==> src/rtl/pipeline_hazard_ctrl.sv <==
// Stall/flush sequencer for the 5-stage pipeline registers.
// Handles load-use, taken branch, multi-cycle MD and memory wait.
module pipeline_hazard_ctrl #(
    parameter int MD_LAT = 32,
    parameter int CNT_W  = 32
) (
    input  logic             Clk,
    input  logic             Rst,
    input  logic [4:0]       Id_rs,
    input  logic [4:0]       Id_rt,
    input  logic             Id_use_rs,
    input  logic             Id_use_rt,
    input  logic [4:0]       Ex_rt,
    input  logic             Ex_mem_read,
    input  logic             Ex_branch_taken,
    input  logic             Ex_md,
    input  logic             Mem_wait,
    output logic             Pc_en,
    output logic             Ifid_en,
    output logic             Idex_en,
    output logic             Exmem_en,
    output logic             Memwb_en,
    output logic             Ifid_flush,
    output logic             Idex_flush,
    output logic             Exmem_flush,
    output logic             Md_busy,
    output logic [CNT_W-1:0] Stall_cnt
);

    localparam int MW = $clog2(MD_LAT + 1);

    typedef enum logic [1:0] {RUN, MDU, MDDONE} state_t;

    state_t        state, state_nxt;
    logic [MW-1:0] md_cnt, md_cnt_nxt;
    logic          lu, mdt, md_stall;

    assign lu = Ex_mem_read && (Ex_rt != 5'd0) &&
                ((Id_use_rs && (Id_rs == Ex_rt)) ||
                 (Id_use_rt && (Id_rt == Ex_rt)));
    assign mdt      = (state == RUN) && Ex_md;
    assign md_stall = mdt || (state == MDU);

    always_comb begin
        Pc_en       = 1'b1;
        Ifid_en     = 1'b1;
        Idex_en     = 1'b1;
        Exmem_en    = 1'b1;
        Memwb_en    = 1'b1;
        Ifid_flush  = 1'b0;
        Idex_flush  = 1'b0;
        Exmem_flush = 1'b0;
        Md_busy     = 1'b0;
        state_nxt   = state;
        md_cnt_nxt  = md_cnt;
        if (Rst) begin
            Ifid_flush  = 1'b1;
            Idex_flush  = 1'b1;
            Exmem_flush = 1'b1;
        end else begin
            // Busy stays visible through a memory wait so the MD window is observable.
            Md_busy = md_stall;
            if (Mem_wait) begin
                Pc_en    = 1'b0;
                Ifid_en  = 1'b0;
                Idex_en  = 1'b0;
                Exmem_en = 1'b0;
                Memwb_en = 1'b0;
            end else if (md_stall) begin
                Pc_en       = 1'b0;
                Ifid_en     = 1'b0;
                Idex_en     = 1'b0;
                Exmem_flush = 1'b1;
            end else if (Ex_branch_taken) begin
                Ifid_flush = 1'b1;
                Idex_flush = 1'b1;
            end else if (lu) begin
                Pc_en      = 1'b0;
                Ifid_en    = 1'b0;
                Idex_flush = 1'b1;
            end

            if (!Mem_wait) begin
                unique case (state)
                    RUN: begin
                        if (Ex_md) begin
                            state_nxt  = MDU;
                            md_cnt_nxt = MW'(MD_LAT - 1);
                        end
                    end
                    MDU: begin
                        md_cnt_nxt = md_cnt - MW'(1);
                        if (md_cnt == MW'(1))
                            state_nxt = MDDONE;
                    end
                    MDDONE:  state_nxt = RUN;
                    default: state_nxt = RUN;
                endcase
            end
        end
    end

    always_ff @(posedge Clk) begin
        if (Rst) begin
            state     <= RUN;
            md_cnt    <= '0;
            Stall_cnt <= '0;
        end else begin
            state  <= state_nxt;
            md_cnt <= md_cnt_nxt;
            if (!Pc_en && (Stall_cnt != {CNT_W{1'b1}}))
                Stall_cnt <= Stall_cnt + CNT_W'(1);
        end
    end

endmodule

==> config.mk <==
export PLATFORM = sky130hd
export DESIGN_NAME = pipeline_hazard_ctrl
export DESIGN_NICKNAME = d
export VERILOG_FILES = /design/src/rtl/pipeline_hazard_ctrl.sv
export SDC_FILE = /design/constraint.sdc
export NUM_CORES = 1
export LEC_CHECK = 0
export ABC_CLOCK_PERIOD_IN_PS = 3700
export BUFFER_PORTS_ARGS = -buffer_cell sky130_fd_sc_hd__buf_2
export CAP_MARGIN = 0
export CORE_MARGIN = 2
export CORE_UTILIZATION = 56
export DETAILED_ROUTE_END_ITERATION = 10
export GPL_ROUTABILITY_DRIVEN = 0
export PLACE_DENSITY = 0.92
export SETUP_SLACK_MARGIN = 0.05
export SYNTH_ARGS = -nofsm -noshare
export SYNTH_HDL_FRONTEND = slang
export SYNTH_SLANG_ARGS = --single-unit
==> constraint.sdc <==
create_clock -name Clk -period 3.7 [get_ports Clk]
set_clock_uncertainty 0.2 [all_clocks]
set_input_delay 0.74 -clock Clk [delete_from_list [all_inputs] [get_ports Clk]]
set_output_delay 0.74 -clock Clk [all_outputs]
set_load 0.01 [all_outputs]
* Yosys cells after proc, flatten, opt, wreduce, memory -nomap -nowiden *
Index checks and enable logic that the tools add are counted.

operators by class
  bitwise gates (word level) = 1
  add/sub/neg operators = 2
  reductions and logical operators = 14
  equal/unequal tests = 7
  mux-type cells = 28

operators with widths
  operator                                                                  count
  32-bit by 1-bit adder with 32-bit output (second input constant)          1
  32-bit inequality test (second input constant)                            1
  1-bit two-way mux                                                         23
  6-bit case mux with 2 select lines                                        1
  5-bit == test                                                             2
  6-bit by 1-bit == test with 1-bit output (second input constant)          1
  1-bit logical AND                                                         6
  6-bit two-way mux                                                         1
  3-bit AND reduction                                                       2
  6-bit by 1-bit subtractor with 6-bit output (second input constant)       1
  5-bit nonzero test                                                        1
  2-bit two-way mux                                                         2
  2-bit case mux with 2 select lines                                        1
  2-bit by 1-bit == test with 1-bit output (second input constant)          1
  2-bit zero test                                                           1
  1-bit logical OR                                                          2
  2-bit by 1-bit inequality test with 1-bit output (second input constant)  1
  2-bit inequality test (second input constant)                             1
  2-bit nonzero test                                                        1
  1-bit zero test                                                           1
  1-bit NOT                                                                 1

storage, ports and cells
  input port bits = 23
  register bits = 40
  output and inout bits = 41
  word-level logic and storage cells = 55

* Depth between registers and ports, before layout *
  word-level depth = 11
  depth in mapped cells = 9
  depth with buffers taken out = 7

* Worst setup path before layout *
No wires, ideal clock.

  path kind = input to output
  from = in Ex_rt[1]
  to = out Pc_en
  setup slack = 0.927 ns
  arrival time = 1.833 ns
  cell stages on the path = 5
  path through = or4_1 o211ai_1 nand2_1 nand2_1 buf_4

on the way
  longest elaborated chain between the ends = 9

ends and longest elaborated chain
  item                                         RTL line  source
  start, declared                              13        input logic [4:0] Ex_rt,
  5-bit == test, on equally long branches      39, 40
  1-bit logical AND, on equally long branches  39, 40
  1-bit logical OR                             39        ((Id_use_rs && (Id_rs == Ex_rt)) ||
  1-bit logical AND *                          38        assign lu = Ex_mem_read && (Ex_rt != 5'd0) &&
  1-bit two-way mux * (5 in a row)             n/a
  end, declared                                18        output logic Pc_en,

Every way passes the cells marked *; elsewhere a longest branch is shown, timed or not.

* Final worst setup path *
  from = in Ex_rt[1]
  to = out Idex_flush

on the way
  longest elaborated chain between the ends = 9

ends and longest elaborated chain
  item                                         RTL line  source
  5-bit == test, on equally long branches      39, 40
  1-bit logical AND, on equally long branches  39, 40
  1-bit logical OR                             39
  1-bit logical AND *                          38
  1-bit two-way mux *                          77        end else if (lu) begin
  1-bit two-way mux *                          74        end else if (Ex_branch_taken) begin
  1-bit two-way mux *                          69        end else if (md_stall) begin
  1-bit two-way mux *                          63        if (Mem_wait) begin
  1-bit two-way mux *                          56        if (Rst) begin
  end, declared                                24        output logic Idex_flush,

Marked as above.

==> flow_summary.toml <==
[yosys]
synth_edf_count = 0
seq_area_frac_synth = 0.352
netlist_top_cells_area = "dfxtp_1, a21oi_1, nor2_1, xnor2_1, o31ai_1"
synth.most_common_cell = "dfxtp_1"
ys.flop_type = "dfxtp_1"
synth_common_cells = "dfxtp_1, nor2_1, a21oi_1"
syn_area_per_cell_um2 = 8.40
syn_inst = 271
netlist_area_um2 = 2280
ys_warn_count = 0
synth_seq_cells = 40
synth_top_area_share = 0.352
syn_nets = 297
yosysTopAreaCell = "dfxtp_1"
post_synth_num_cell_types = 51
synthArstFlopShare = 0

[clock_network]
ctsLongestPathBuffers = 2
path_clk_slew_ps = 80
post_cts_buffers = 0
cts_resized = 0
cts_buffers = 5
clk-insertion-delay-late_ps = 300
postCtsHoldBufs = 0
cts_tree = "done"
htree_levels = 2
root_buffer = "clkbuf_8"
cts_sinks = 40

[timing]
slew_headroom = 0.594
period_share = 0.808
min_period_ps = 2990
setup_violations = 0
rsz0062_at_grt = "no"
worst_slew_pin_slew_ps = 607
hold_viol = 0
holdWs_ps = 302
finalSetupTns_ps = 0
max_freq_mhz = 335
finalMaxSlewViolations = 0

[place]
port_buffers = 63
post-dp-hpwl_um = 4090

[global_routing]
grt_antenna_before_repair = 0
grt_first_pass_wirelength_um = 9190
grt_pass1_vias = 2124
gr-total-overflow = 0
grt_start_max_net_pins = 36
grt_use_total = 0.259

[floorplan]
start_util = 0.578
die_h_um = 67.8
core_area_um2 = 3940
rows = 23
die_w_um = 67.8
dieArea_um2 = 4590
ioPinCount = 64

[setup_path]
cp-end-kind = "output port"
crit_fanout = 3
start_kind = "primary input"
worstSetupPathType = "primary input to output port"
worstPathRequired_ps = 2760
crit_path_max_incr_delay_ps = 570
cpMaxStageDelayCell = "or4_1"
crit_chain = "buf_2 -> or4_1 -> o21ai_0 -> nand2b_1 -> a21boi_0 -> buf_2"
arrival_ps = 2050
cp_common_cell = "buf_2"

[final_layout]
diodes = 0
area.growth.synth_to_final_pct = 17.8
drive_above_1_share = 0.278
final_nets = 356

[drt]
postRouteAntennaNets = 0
wl_per_cell_um = 14.8
drt-initial-drc-count = 178
drc = 0
vias = 2269
viasPerCell = 5.96
firstDrtPassIters = 5
totalWireLength_um = 5640

[power_and_ir_drop]
p_leak_uw = 0.00103
pwr_density_cell_nw_per_um2 = 320
peakVddDrop_uv = 275

[worst_hold_path]
hp-class = "flop to flop"

[outcome]
outcome = "complete, no violations"

[run]
cap_violations = 0
[cell type report]
cell class	instances	area, um^2
Inverter	11	41.3
Clock buffer	6	82.6
Sequential cell	40	801
Clock inverter	2	10.0
Timing Repair Buffer	64	323
Fill cell	323	1260
Multi-Input combinational cell	208	1360
Tap cell	50	62.6
[cells by family (layout without fill, tap and decap cells)]
| family | count (synthesis) | in the layout | synth area share |
|---|---|---|---|
| flops | 40 | 40 | 0.352 |
| buf+inv | 23 | 83 | 0.0500 |
| compound gates | 58 | 58 | 0.175 |
| simple gates | 121 | 121 | 0.301 |
| fa+ha+maj | 3 | 3 | 0.0165 |
| xor+xnor | 19 | 19 | 0.0731 |
| mux | 7 | 7 | 0.0335 |
[path summary, 6_finish.rpt]
check / startpoint / to / slack, ps / cells past startpoint
setup / recovery: Ex_rt[1] / Idex_flush / 710 / 6
hold / removal: Stall_cnt[31] / Stall_cnt[31] / 300 / 2
setup reg to reg: Stall_cnt[0] / Stall_cnt[13] / 960 / 7
hold reg to reg: Stall_cnt[31] / Stall_cnt[31] / 300 / 2
[power breakdown]
group	internal, uW	switching (uW)
Combinational	44.4	63.8
Sequential	440	10.6
Clock	149	152
[placed cells by master, fill, tap and decap left out, types with 2 or more instances in the layout]
cell,Yosys,layout
nor2b_1,3,3
nor2_1,25,25
buf_2,1,63
ha_1,3,3
o21ai_0,7,7
clkbuf_8,0,6
nand4_4,2,2
or2_2,3,3
or3_1,5,5
mux2_1,2,2
nand3b_1,2,2
o31ai_1,11,11
nand3_1,15,15
clkinv_2,0,2
o21a_1,3,3
o41ai_1,2,2
nand2_1,20,20
xnor2_1,10,10
nor4_1,6,6
dfxtp_1,40,40
nor3_1,12,12
and3_1,2,2
inv_1,10,10
nand4_1,8,8
o211ai_1,2,2
xor2_1,9,9
a311oi_1,2,2
o31a_1,2,2
a21oi_1,21,21
or4_1,10,10
mux2i_1,2,2
mux2_2,3,3
[layer usage]
layer  share of wire  routed length (um)  global-route usage
met1            0.42                2390               0.303
met2            0.51                2860               0.449
met3           0.055                 312              0.0617
met4           0.016                  88               0.115
met5               0                   0                   0
[worst max-delay path, delay by kind of cell]
| family | cells | cell delay (ps) |
|---|---|---|
| buf+inv | 2 | 280 |
| compound gates | 2 | 320 |
| simple gates | 2 | 710 |
[state kept, by name, summed over array words and instances (netlist names)]
name	flops
state	2
md_cnt	6
Stall_cnt	32
[through the flow]
stage                     cell area (um^2)  setup slack (ps)  std cells  power [uW]  utilization
final                                 2680               711        381         860        0.680
after global routing                  2680               657        381         890        0.680
after CTS                             2680               757        381         865        0.680
after detailed placement              2590               580        373         567        0.657
after global placement                2590               647        373         561        0.657
after floorplan                       2280               927        271         533            -
Power figures use the tool's default switching activity.
